[src/rtl/change_dispenser.sv]
`timescale 1ns/1ps
// Change dispenser: pays out a refund as 2- and 1-rupee coins from two hoppers.
// It reports the coins paid and any amount left unpaid, and raises a sticky fault if a hopper jams.
module change_dispenser #(
    parameter int ACK_TIMEOUT = 15
) (
    input  logic       clk,
    input  logic       reset,
    input  logic       refund_valid,
    input  logic [3:0] refund_amount,
    output logic       refund_ready,
    input  logic       empty_2,
    input  logic       empty_1,
    output logic       coin_out_2,
    output logic       coin_out_1,
    input  logic       hopper_ack,
    output logic       done,
    output logic [3:0] shortfall,
    output logic [3:0] coins_paid,
    output logic       fault
);

    // state  | meaning
    // IDLE   | ready for a refund
    // SELECT | pick next coin from remaining amount and hopper stock
    // REQ2   | 2-rupee eject requested, waiting for ack
    // REQ1   | 1-rupee eject requested, waiting for ack
    // GAP    | one quiet cycle between coins
    // DONE   | done pulse, results held
    // FAULT  | hopper jam, parked until reset
    typedef enum logic [2:0] {
        IDLE   = 3'd0,
        SELECT = 3'd1,
        REQ2   = 3'd2,
        REQ1   = 3'd3,
        GAP    = 3'd4,
        DONE   = 3'd5,
        FAULT  = 3'd6
    } state_t;

    localparam int WAIT_W = (ACK_TIMEOUT > 1) ? $clog2(ACK_TIMEOUT + 1) : 1;
    localparam logic [WAIT_W-1:0] WAIT_LAST = WAIT_W'(ACK_TIMEOUT - 1);

    state_t            state;
    logic [3:0]        remaining;
    logic [WAIT_W-1:0] wait_cnt;

    always_ff @(posedge clk or negedge reset) begin
        if (!reset) begin
            state        <= IDLE;
            remaining    <= 4'd0;
            coins_paid   <= 4'd0;
            shortfall    <= 4'd0;
            wait_cnt     <= '0;
            coin_out_2   <= 1'b0;
            coin_out_1   <= 1'b0;
            done         <= 1'b0;
            fault        <= 1'b0;
            refund_ready <= 1'b1;
        end else begin
            done <= 1'b0;
            case (state)
                IDLE: begin
                    if (refund_valid) begin
                        remaining    <= refund_amount;
                        coins_paid   <= 4'd0;
                        shortfall    <= 4'd0;
                        refund_ready <= 1'b0;
                        state        <= SELECT;
                    end
                end

                SELECT: begin
                    wait_cnt <= '0;
                    if (remaining >= 4'd2 && !empty_2) begin
                        coin_out_2 <= 1'b1;
                        state      <= REQ2;
                    end else if (remaining != 4'd0 && !empty_1) begin
                        coin_out_1 <= 1'b1;
                        state      <= REQ1;
                    end else begin
                        shortfall <= remaining;
                        done      <= 1'b1;
                        state     <= DONE;
                    end
                end

                // An ack on the last allowed cycle still wins over the timeout.
                REQ2, REQ1: begin
                    if (hopper_ack) begin
                        remaining  <= remaining - ((state == REQ2) ? 4'd2 : 4'd1);
                        coins_paid <= coins_paid + 4'd1;
                        coin_out_2 <= 1'b0;
                        coin_out_1 <= 1'b0;
                        state      <= GAP;
                    end else if (wait_cnt == WAIT_LAST) begin
                        coin_out_2 <= 1'b0;
                        coin_out_1 <= 1'b0;
                        fault      <= 1'b1;
                        state      <= FAULT;
                    end else begin
                        wait_cnt <= wait_cnt + 1'b1;
                    end
                end

                GAP: begin
                    state <= SELECT;
                end

                DONE: begin
                    refund_ready <= 1'b1;
                    state        <= IDLE;
                end

                FAULT: begin
                    fault <= 1'b1;
                    state <= FAULT;
                end

                default: begin
                    coin_out_2   <= 1'b0;
                    coin_out_1   <= 1'b0;
                    refund_ready <= 1'b1;
                    state        <= IDLE;
                end
            endcase
        end
    end

endmodule
[config.mk]
export PLATFORM = sky130hd
export DESIGN_NAME = change_dispenser
export DESIGN_NICKNAME = d
export VERILOG_FILES = /design/src/rtl/change_dispenser.sv
export SDC_FILE = /design/constraint.sdc
export NUM_CORES = 1
export LEC_CHECK = 0
export CAP_MARGIN = 30
export CORE_MARGIN = 1
export CORE_UTILIZATION = 53
export CTS_BUF_LIST = sky130_fd_sc_hd__clkbuf_4
export DETAILED_ROUTE_END_ITERATION = 7
export GPL_TIMING_DRIVEN = 0
export PLACE_DENSITY = 0.81
export SYNTH_ARGS = -nofsm -noshare
export SYNTH_HDL_FRONTEND = slang
export SYNTH_SLANG_ARGS = --single-unit
[constraint.sdc]
create_clock -name clk -period 2.3 [get_ports clk]
set_input_delay 0.345 -clock clk [delete_from_list [all_inputs] [get_ports clk]]
set_output_delay 0.345 -clock clk [all_outputs]
set_load 0.02 [all_outputs]
---- Word-level counts from Yosys, hierarchy flattened ----
Index checks and enable logic that the tools add are counted.
cells by class
  add/sub/neg operators ................... 3
  $lt $le $gt $ge ......................... 1
  equality and inequality tests ........... 17
  multiplexer cells ....................... 34
  bitwise logic cells ..................... 2
  reduce and logical (&&, ||, !) cells .... 21
operators by type and width
  kind                                                                count
  two-way mux 4 bit                                                   8
  case mux 4 bit (2 select lines)                                     4
  inequality test 2 bit (second input constant)                       9
  two-way mux 3 bit                                                   5
  case mux 3 bit (5 select lines)                                     1
  AND reduction 3 bit                                                 4
  two-way mux 1 bit                                                   11
  == test 3 bit (second input constant)                               3
  adder 4 x 1 -> 4 bit (second input constant)                        2
  AND reduction 4 bit                                                 2
  nonzero test 2 bit                                                  4
  == test 3 x 2 -> 1 bit (second input constant)                      2
  case mux 1 bit (3 select lines)                                     2
  OR reduction 5 bit                                                  1
  == test 4 bit (second input constant)                               1
  greater-or-equal comparator 4 x 2 -> 1 bit (second input constant)  1
  case mux 1 bit (2 select lines)                                     2
  AND reduction 2 bit                                                 2
  nonzero test 4 bit                                                  1
  OR reduction 4 bit                                                  1
  subtractor 4 x 2 -> 4 bit                                           1
  == test 3 x 1 -> 1 bit (second input constant)                      1
  logical NOT 3 bit                                                   1
  inequality test 3 bit (second input constant)                       1
  other kinds (5)                                                     8
storage, ports and cells
  register bits ........................... 24
  input port bits ......................... 10
  word-level logic and storage cells ...... 88

---- Longest topological paths before layout ----
Gate-level depths: netlist of the first run.
  depth after elaboration ................. 5
  mapped depth ............................ 8
  mapped depth without buffers ............ 7

---- Least setup slack after synthesis of the first run ----
OpenSTA, ideal clock, no wires.
  kind .................................... reg-to-reg
  from .................................... register state[1]
  to ...................................... register remaining[1]
  arrival ................................. 1.624 ns
  required time ........................... 2.175 ns
  setup slack ............................. 0.551 ns
  stages on the path, launching flop included .. 9
  path buffers ............................ 1
  clock period less this slack ............ 1.749 ns
  cell sequence ........................... dfrtp_1 > buf_2 > nand2b_1 > nand2b_1 > ha_1 > fa_1 > nor2_1 > a21oi_1 > a21oi_1
on the way
  cells in the longest elaborated chain, start to end .. 5
  elaborated cells on any way between the ends .. 12
  classes of those cells .................. add/sub (1); eq/ne (4); mux (3); reduce/logical (4)
ends and longest elaborated chain
  item                             line    source
  from (decl)                      44      state_t state;
  from (signal assigned)           50      state <= IDLE;
  from (signal assigned)           69      state <= SELECT;
  from (signal assigned)           77      state <= REQ2;
  == test 3 x 2 -> 1 bit           62, 91
  two-way mux 2 bit                91      remaining <= remaining - ((state == REQ2) ? 4'd2 : 4'd1);
  subtractor 4 x 2 -> 4 bit        91
  two-way mux 4 bit                90      if (hopper_ack) begin
  case mux 4 bit (2 select lines)  62      case (state)
  to (signal assigned)             65      remaining <= refund_amount;
  to (signal assigned)             91
  to (decl)                        45      logic [3:0] remaining;
Several ways; a longest one is shown, not always the timed one. The select of a mux whose other input is x is not followed.
A chain may end at the register's enable or synchronous reset.

---- Final worst setup path of the first run ----
Ends and elaborated chain as after synthesis.

==> results of run 1 <==
==> sequential cells by signal, summed over array words and instances, names as in the netlist <==
signal	cells
coin_out_2	1
fault	1
refund_ready	1
coin_out_1	1
shortfall	4
wait_cnt	4
remaining	4
state	3
done	1
coins_paid	4
==> power groups by stage <==
stage	Sequential (W)	Clock [W]	Combinational, W
2_1_floorplan	0.000828	0	0.000600
3_3_place_gp	0.000750	0	0.000994
3_5_place_dp	0.000765	0	0.00103
4_1_cts	0.000754	0.000313	0.00105
5_1_grt	0.000784	0.000331	0.00117
6_report	0.000758	0.000313	0.00104
==> placed cells by master (no fill, tap or decap), types with 2 or more instances in the layout <==
cell and n:
dfrtp_1 23, clkdlybuf4s50_1 22, nor2_1 14, inv_1 9, o21ai_0 9, a21oi_1 8
nand3_1 7, nand2_1 6, ha_1 5, a22o_1 4, mux2i_1 4, nand2b_1 3
a31oi_1 3, clkbuf_4 3, buf_2 2, nor2b_1 2, nor3_1 2, xnor2_1 2
o31ai_1 2, a211oi_1 2, o22ai_1 2
==> through the flow <==
step,std cells,instance area [um2],setup WS [ns]
after CTS,185,1590,0.360
after global routing,185,1590,0.210
after global placement,180,1530,0.359
after detailed placement,181,1540,0.328
after floorplan,130,1270,0.551
final,185,1590,0.323
==> final timing paths <==
kind	from	end	slack [ns]	cells past startpoint
min in group clk	shortfall[0]	shortfall[0]	0.50	1
setup / recovery	state[1]	remaining[1]	0.32	8
hold reg to reg	shortfall[0]	shortfall[0]	0.50	1
hold / removal	reset	shortfall[3]	0.38	1
setup reg to reg	state[1]	remaining[1]	0.32	8
max in group asynchronous	reset	refund_ready	1.34	2
==> cell type report <==
| class | count | area [um2] |
|---|---|---|
| Buffer | 4 | 21.3 |
| Clock buffer | 3 | 22.5 |
| Clock inverter | 1 | 30.0 |
| Fill cell | 185 | 641 |
| Inverter | 9 | 33.8 |
| Multi-Input combinational cell | 93 | 613 |
| Sequential cell | 24 | 602 |
| Tap cell | 28 | 35.0 |
| Timing Repair Buffer | 23 | 235 |
==> critical path, delay by kind of cell, from the launching register on <==
family,cells,cell delay [ns]
simple gates,3,0.34
fa+ha+maj,2,0.71
compound gates,2,0.19
buf+inv,1,0.22
flops,1,0.42
==> logic make-up after synthesis <==
| kind of cell | Yosys count | share of synthesized area [%] |
|---|---|---|
| muxes | 4 | 3.15 |
| adders and majority gates | 6 | 6.50 |
| DFF | 24 | 47.4 |
| and+or+nand+nor | 43 | 17.6 |
| AOI/OAI and AO/OA | 38 | 19.6 |
| buffers and inverters | 13 | 4.33 |
| xor gates and xnor gates | 2 | 1.38 |
==> metal layers <==
metal	track usage [%]	up-vias
li1	-	518
met1	33.3	503
met2	41.0	38
met3	5.95	9
met4	10.6	0
met5	0	-
==> flow_summary.toml, run 1 <==
[clock_network]
cts_tree = "yes"
root_buffer = "clkbuf_4"
htree_levels = 1
cts_resized = 0
clk_latency_ns = 0.33
cts.clk_slew.worst_paths_ns = 0.14
clock_sinks = 24
cts_buffers = 3
clockBufferDepth = 2
cts_setup_buffers = 0
hold_buffers = 0

[detailed_routing]
drt_iter0_drc = 20
avgRoutedWirePerCell_um = 15.2
route.detailed.drc = 0
dr_wl_met2_um = 1290
first_pass_iters = 4
routed.top_layer = "met4"
drt-total-wl_um = 2820
vias = 1068
dr_wl_met3_um = 165
detail-route-antenna-nets = 0
viasPerCell = 5.77
m1WireLength_um = 1300

[yosys]
synth_edf_count = 0
yosys.area.top_type = "dfrtp_1"
synth_commonest_cells = "dfrtp_1 (23), nor2_1 (14), inv_1 (9), o21ai_0 (9), a21oi_1 (8)"
synth_cells = 130
synth_area_leaders = "dfrtp_1 (45%), ha_1 (4.9%), nor2_1 (4.1%), o21ai_0 (3.5%), a21oi_1 (3.2%)"
synth_area_um2 = 1270
synth_top_flop_cell = "dfrtp_1"
yosys_warnings = 0
yosysSeqAreaShare_pct = 47.4
synthMostInstantiatedCell = "dfrtp_1"
async_flop_share_pct = 100
yosys_register_bits = 24
yosysTopAreaCellShare_pct = 45.3
avgSynthCellArea_um2 = 9.77
synth_nets = 146
synth_cell_types = 40

[floorplan]
fp.dieH_um = 51.0
start_util_pct = 56.9
core_um2 = 2230
row_count = 17
io_pins = 23
die_x_um = 51.0
die-area_um2 = 2600

[final_layout]
layout-drive-gt1-share_pct = 9.55
syn_to_final_growth_pct = 25.4
antenna_cells = 0
nNetsFinal = 174
post-route-util_pct = 71.3

[pwr]
clkPwrFrac_pct = 14.8
sw_frac_of_total_pct = 42.1
ir_drop_mv = 0.817
p_switching_w = 0.000889
pwr_density_cell_nw_per_um2 = 1330
seq_power_share_pct = 35.9
p_comb_share_pct = 49.3
intPower_w = 0.00122
totalPowerFinal_w = 0.00211
p_leak_nw = 0.722

[placed_design]
io_buffers = 22
dp_hpwl_um = 2100
routabilityCongestion = 0.803

[flow_run]
maxCapViolCount = 0

[timing]
grt_setup_unrepaired = "no"
tightest_slew_ns = 0.609
timing.fmax_mhz = 506
skew_ns = 0.00849
relSlewSlack_pct = 59.3
holdWs_ns = 0.378
period_share_pct = 85.9
setup_viol = 0
finalSetupTns_ns = 0
period_needed_ns = 1.98
maxSlewViolCount = 0
finalHoldViolCount = 0

[worst_setup_path]
worstPathCellList = "buf_2, nand2b_1, nand2b_1, ha_1, fa_1, nor2_1, a21oi_1, a21oi_1"
worstSetupStartpointType = "flip-flop"
worst_path_max_delay_cell = "fa_1"
critPathCaptureType = "flip-flop"
crit_arrival_ns = 2.21
path_max_fanout = 10
critical_path_class = "reg -> reg"
max_stage_delay_ns = 0.48
required_ns = 2.53

[hold_path]
min_path_type = "in -> async"

[global_routing]
grt_pass1_vias = 1045
grt_max_degree = 15
antenna_found_initial = 0
grt_pass1_wl_um = 4850
track_usage_pct = 25.7
grt.overflow.total = 0

[run_status]
status = "finished, final reports clean"
Power figures use the tool's default switching activity.
==> run 2, diff against run 1 <==
--- a/config.mk
+++ b/config.mk
@@ -6,12 +6,14 @@
 export NUM_CORES = 1
 export LEC_CHECK = 0
 export CAP_MARGIN = 30
+export CELL_PAD_IN_SITES_DETAIL_PLACEMENT = 1
+export CELL_PAD_IN_SITES_GLOBAL_PLACEMENT = 1
 export CORE_MARGIN = 1
-export CORE_UTILIZATION = 53
+export CORE_UTILIZATION = 38
 export CTS_BUF_LIST = sky130_fd_sc_hd__clkbuf_4
 export DETAILED_ROUTE_END_ITERATION = 7
 export GPL_TIMING_DRIVEN = 0
-export PLACE_DENSITY = 0.81
+export PLACE_DENSITY_LB_ADDON = 0.1
 export SYNTH_ARGS = -nofsm -noshare
 export SYNTH_HDL_FRONTEND = slang
 export SYNTH_SLANG_ARGS = --single-unit
==> run 2 against run 1 <==
Sequential share of layout area rose by 0.15 points. Critical path type unchanged. Sequential cell count unchanged. Largest power group unchanged. Clock-buffer cell count unchanged. Global-route usage down 5.3 points. Clock power down 38%. Worst hold slack gained 0.0044 ns. Final cell count rose by 8.6%. Design area decreased by 0.39%. Die area grew 38%. Highest routed layer unchanged. First-iteration DRC count shrank 5.0%.
==> flow_summary.toml, run 2 (synthesized netlist as in run 1, its figures left out) <==
[detailed_routing]
detail-route-antenna-nets = 0
vias = 1068
viasPerCell = 5.31
drt-total-wl_um = 3070
drt_iter0_drc = 19
route.detailed.drc = 0
first_pass_iters = 4
avgRoutedWirePerCell_um = 15.3

[run_status]
status = "finished, final reports clean"

[floorplan]
io_pins = 23
row_count = 20
fp.dieH_um = 59.8
die_x_um = 59.8
start_util_pct = 40.9
die-area_um2 = 3580
core_um2 = 3100

[final_layout]
fillers = 375
final_common_cell = "dfrtp_1"
multi_input_comb_area_um2 = 613
final_cells = 201
nNetsFinal = 174
layout.area.seq_um2 = 602
antenna_cells = 0
final_area_um2 = 1590
syn_to_final_growth_pct = 24.9
layout-drive-gt1-share_pct = 8.92
post-route-util_pct = 51.1
layout_common_cells = "dfrtp_1 (23), clkdlybuf4s50_1 (22), nor2_1 (14)"

[worst_setup_path]
reg2reg_from = "state[1]"
worstPathCellList = "buf_2, nand2b_1, nand2b_1, ha_1, fa_1, nor2_1, a21oi_1, a21oi_1"
r2r_setup_slack_ns = 0.34
critical_path_class = "reg -> reg"
worstSetupStartpointType = "flip-flop"
critPathCaptureType = "flip-flop"
cpLargestDelayFamily = "adder cells"
required_ns = 2.52
cp.buffers_inverters = 1
worst_path_max_delay_cell = "fa_1"
startpoint = "state[1]"
crit_arrival_ns = 2.18
max_stage_delay_ns = 0.49
path_max_fanout = 10

[clock_network]
clock_sinks = 24
cts_buffers = 3
root_buffer = "clkbuf_4"
htree_levels = 1
hold_buffers = 0
cts.clk_slew.worst_paths_ns = 0.13
cts_setup_buffers = 0
cts_tree = "yes"
clk_latency_ns = 0.32
cts_resized = 0
clockBufferDepth = 2

[global_routing]
grt.overflow.total = 0
track_usage_pct = 20.4
grt_pass1_wl_um = 5350
antenna_found_initial = 0
grt_pass1_vias = 1122
grt_max_degree = 14

[timing]
finalSetupTns_ns = 0
maxSlewViolCount = 0
skew_ns = 0.00244
finalHoldViolCount = 0
setup_viol = 0
period_needed_ns = 1.96
timing.fmax_mhz = 511
tightest_slew_ns = 0.599
layout_setup_ws_ns = 0.344
grt_setup_unrepaired = "no"
relSlewSlack_pct = 60.0
period_share_pct = 85.0

[placed_design]
dp_slack_ns = 0.330
placed_area_um2 = 1560
routabilityCongestion = 0.784
io_buffers = 22
dp_cells = 197
dp_hpwl_um = 2410

[pwr]
p_leak_nw = 0.709
pwr_density_cell_nw_per_um2 = 1260
ir_drop_mv = 0.499

[flow_run]
maxCapViolCount = 0

[hold_path]
min_path_type = "in -> async"
run 2: through the flow:
| step | hold slack, ns | power (W) |
|---|---|---|
| final | 0.382 | 0.00201 |
| after floorplan | 0.0494 | 0.00143 |
| after global placement | 0.457 | 0.00177 |
| after global routing | 0.427 | 0.00220 |
| after CTS | 0.407 | 0.00203 |
| after detailed placement | 0.466 | 0.00183 |
run 2: final timing paths:
check / endpoint / depth (start not counted)
worst max-delay path: remaining[1] / 8
worst max register to register: remaining[1] / 8
worst min register to register: shortfall[0] / 1
min in group clk: shortfall[0] / 1
worst min-delay path: remaining[1] / 1
max in group asynchronous: state[0] / 2
run 2: layer usage:
| layer | vias up | wire [um] | track usage (%) |
|---|---|---|---|
| li1 | 519 | - | - |
| met1 | 519 | 1410 | 26.5 |
| met2 | 23 | 1470 | 33.5 |
| met3 | 7 | 128 | 3.68 |
| met4 | 0 | 60 | 7.97 |
| met5 | - | 0 | 0 |
run 2: power breakdown:
group / leakage (nW) / switching (W) / internal, W
logic: 0.391 / 0.000603 / 0.000455
clock network: 0.0154 / 0.000130 / 0.0000637
registers: 0.302 / 0.000160 / 0.000595
total: 0.709 / 0.000892 / 0.00111
run 2: cell type report:
| cell class | instances | area share, % |
|---|---|---|
| Tap cell | 44 | 3.47 |
| Multi-Input combinational cell | 93 | 38.6 |
| Buffer | 4 | 1.34 |
| Clock buffer | 3 | 1.42 |
| Timing Repair Buffer | 23 | 14.8 |
| Sequential cell | 24 | 37.9 |
| Clock inverter | 1 | 0.237 |
| Inverter | 9 | 2.13 |
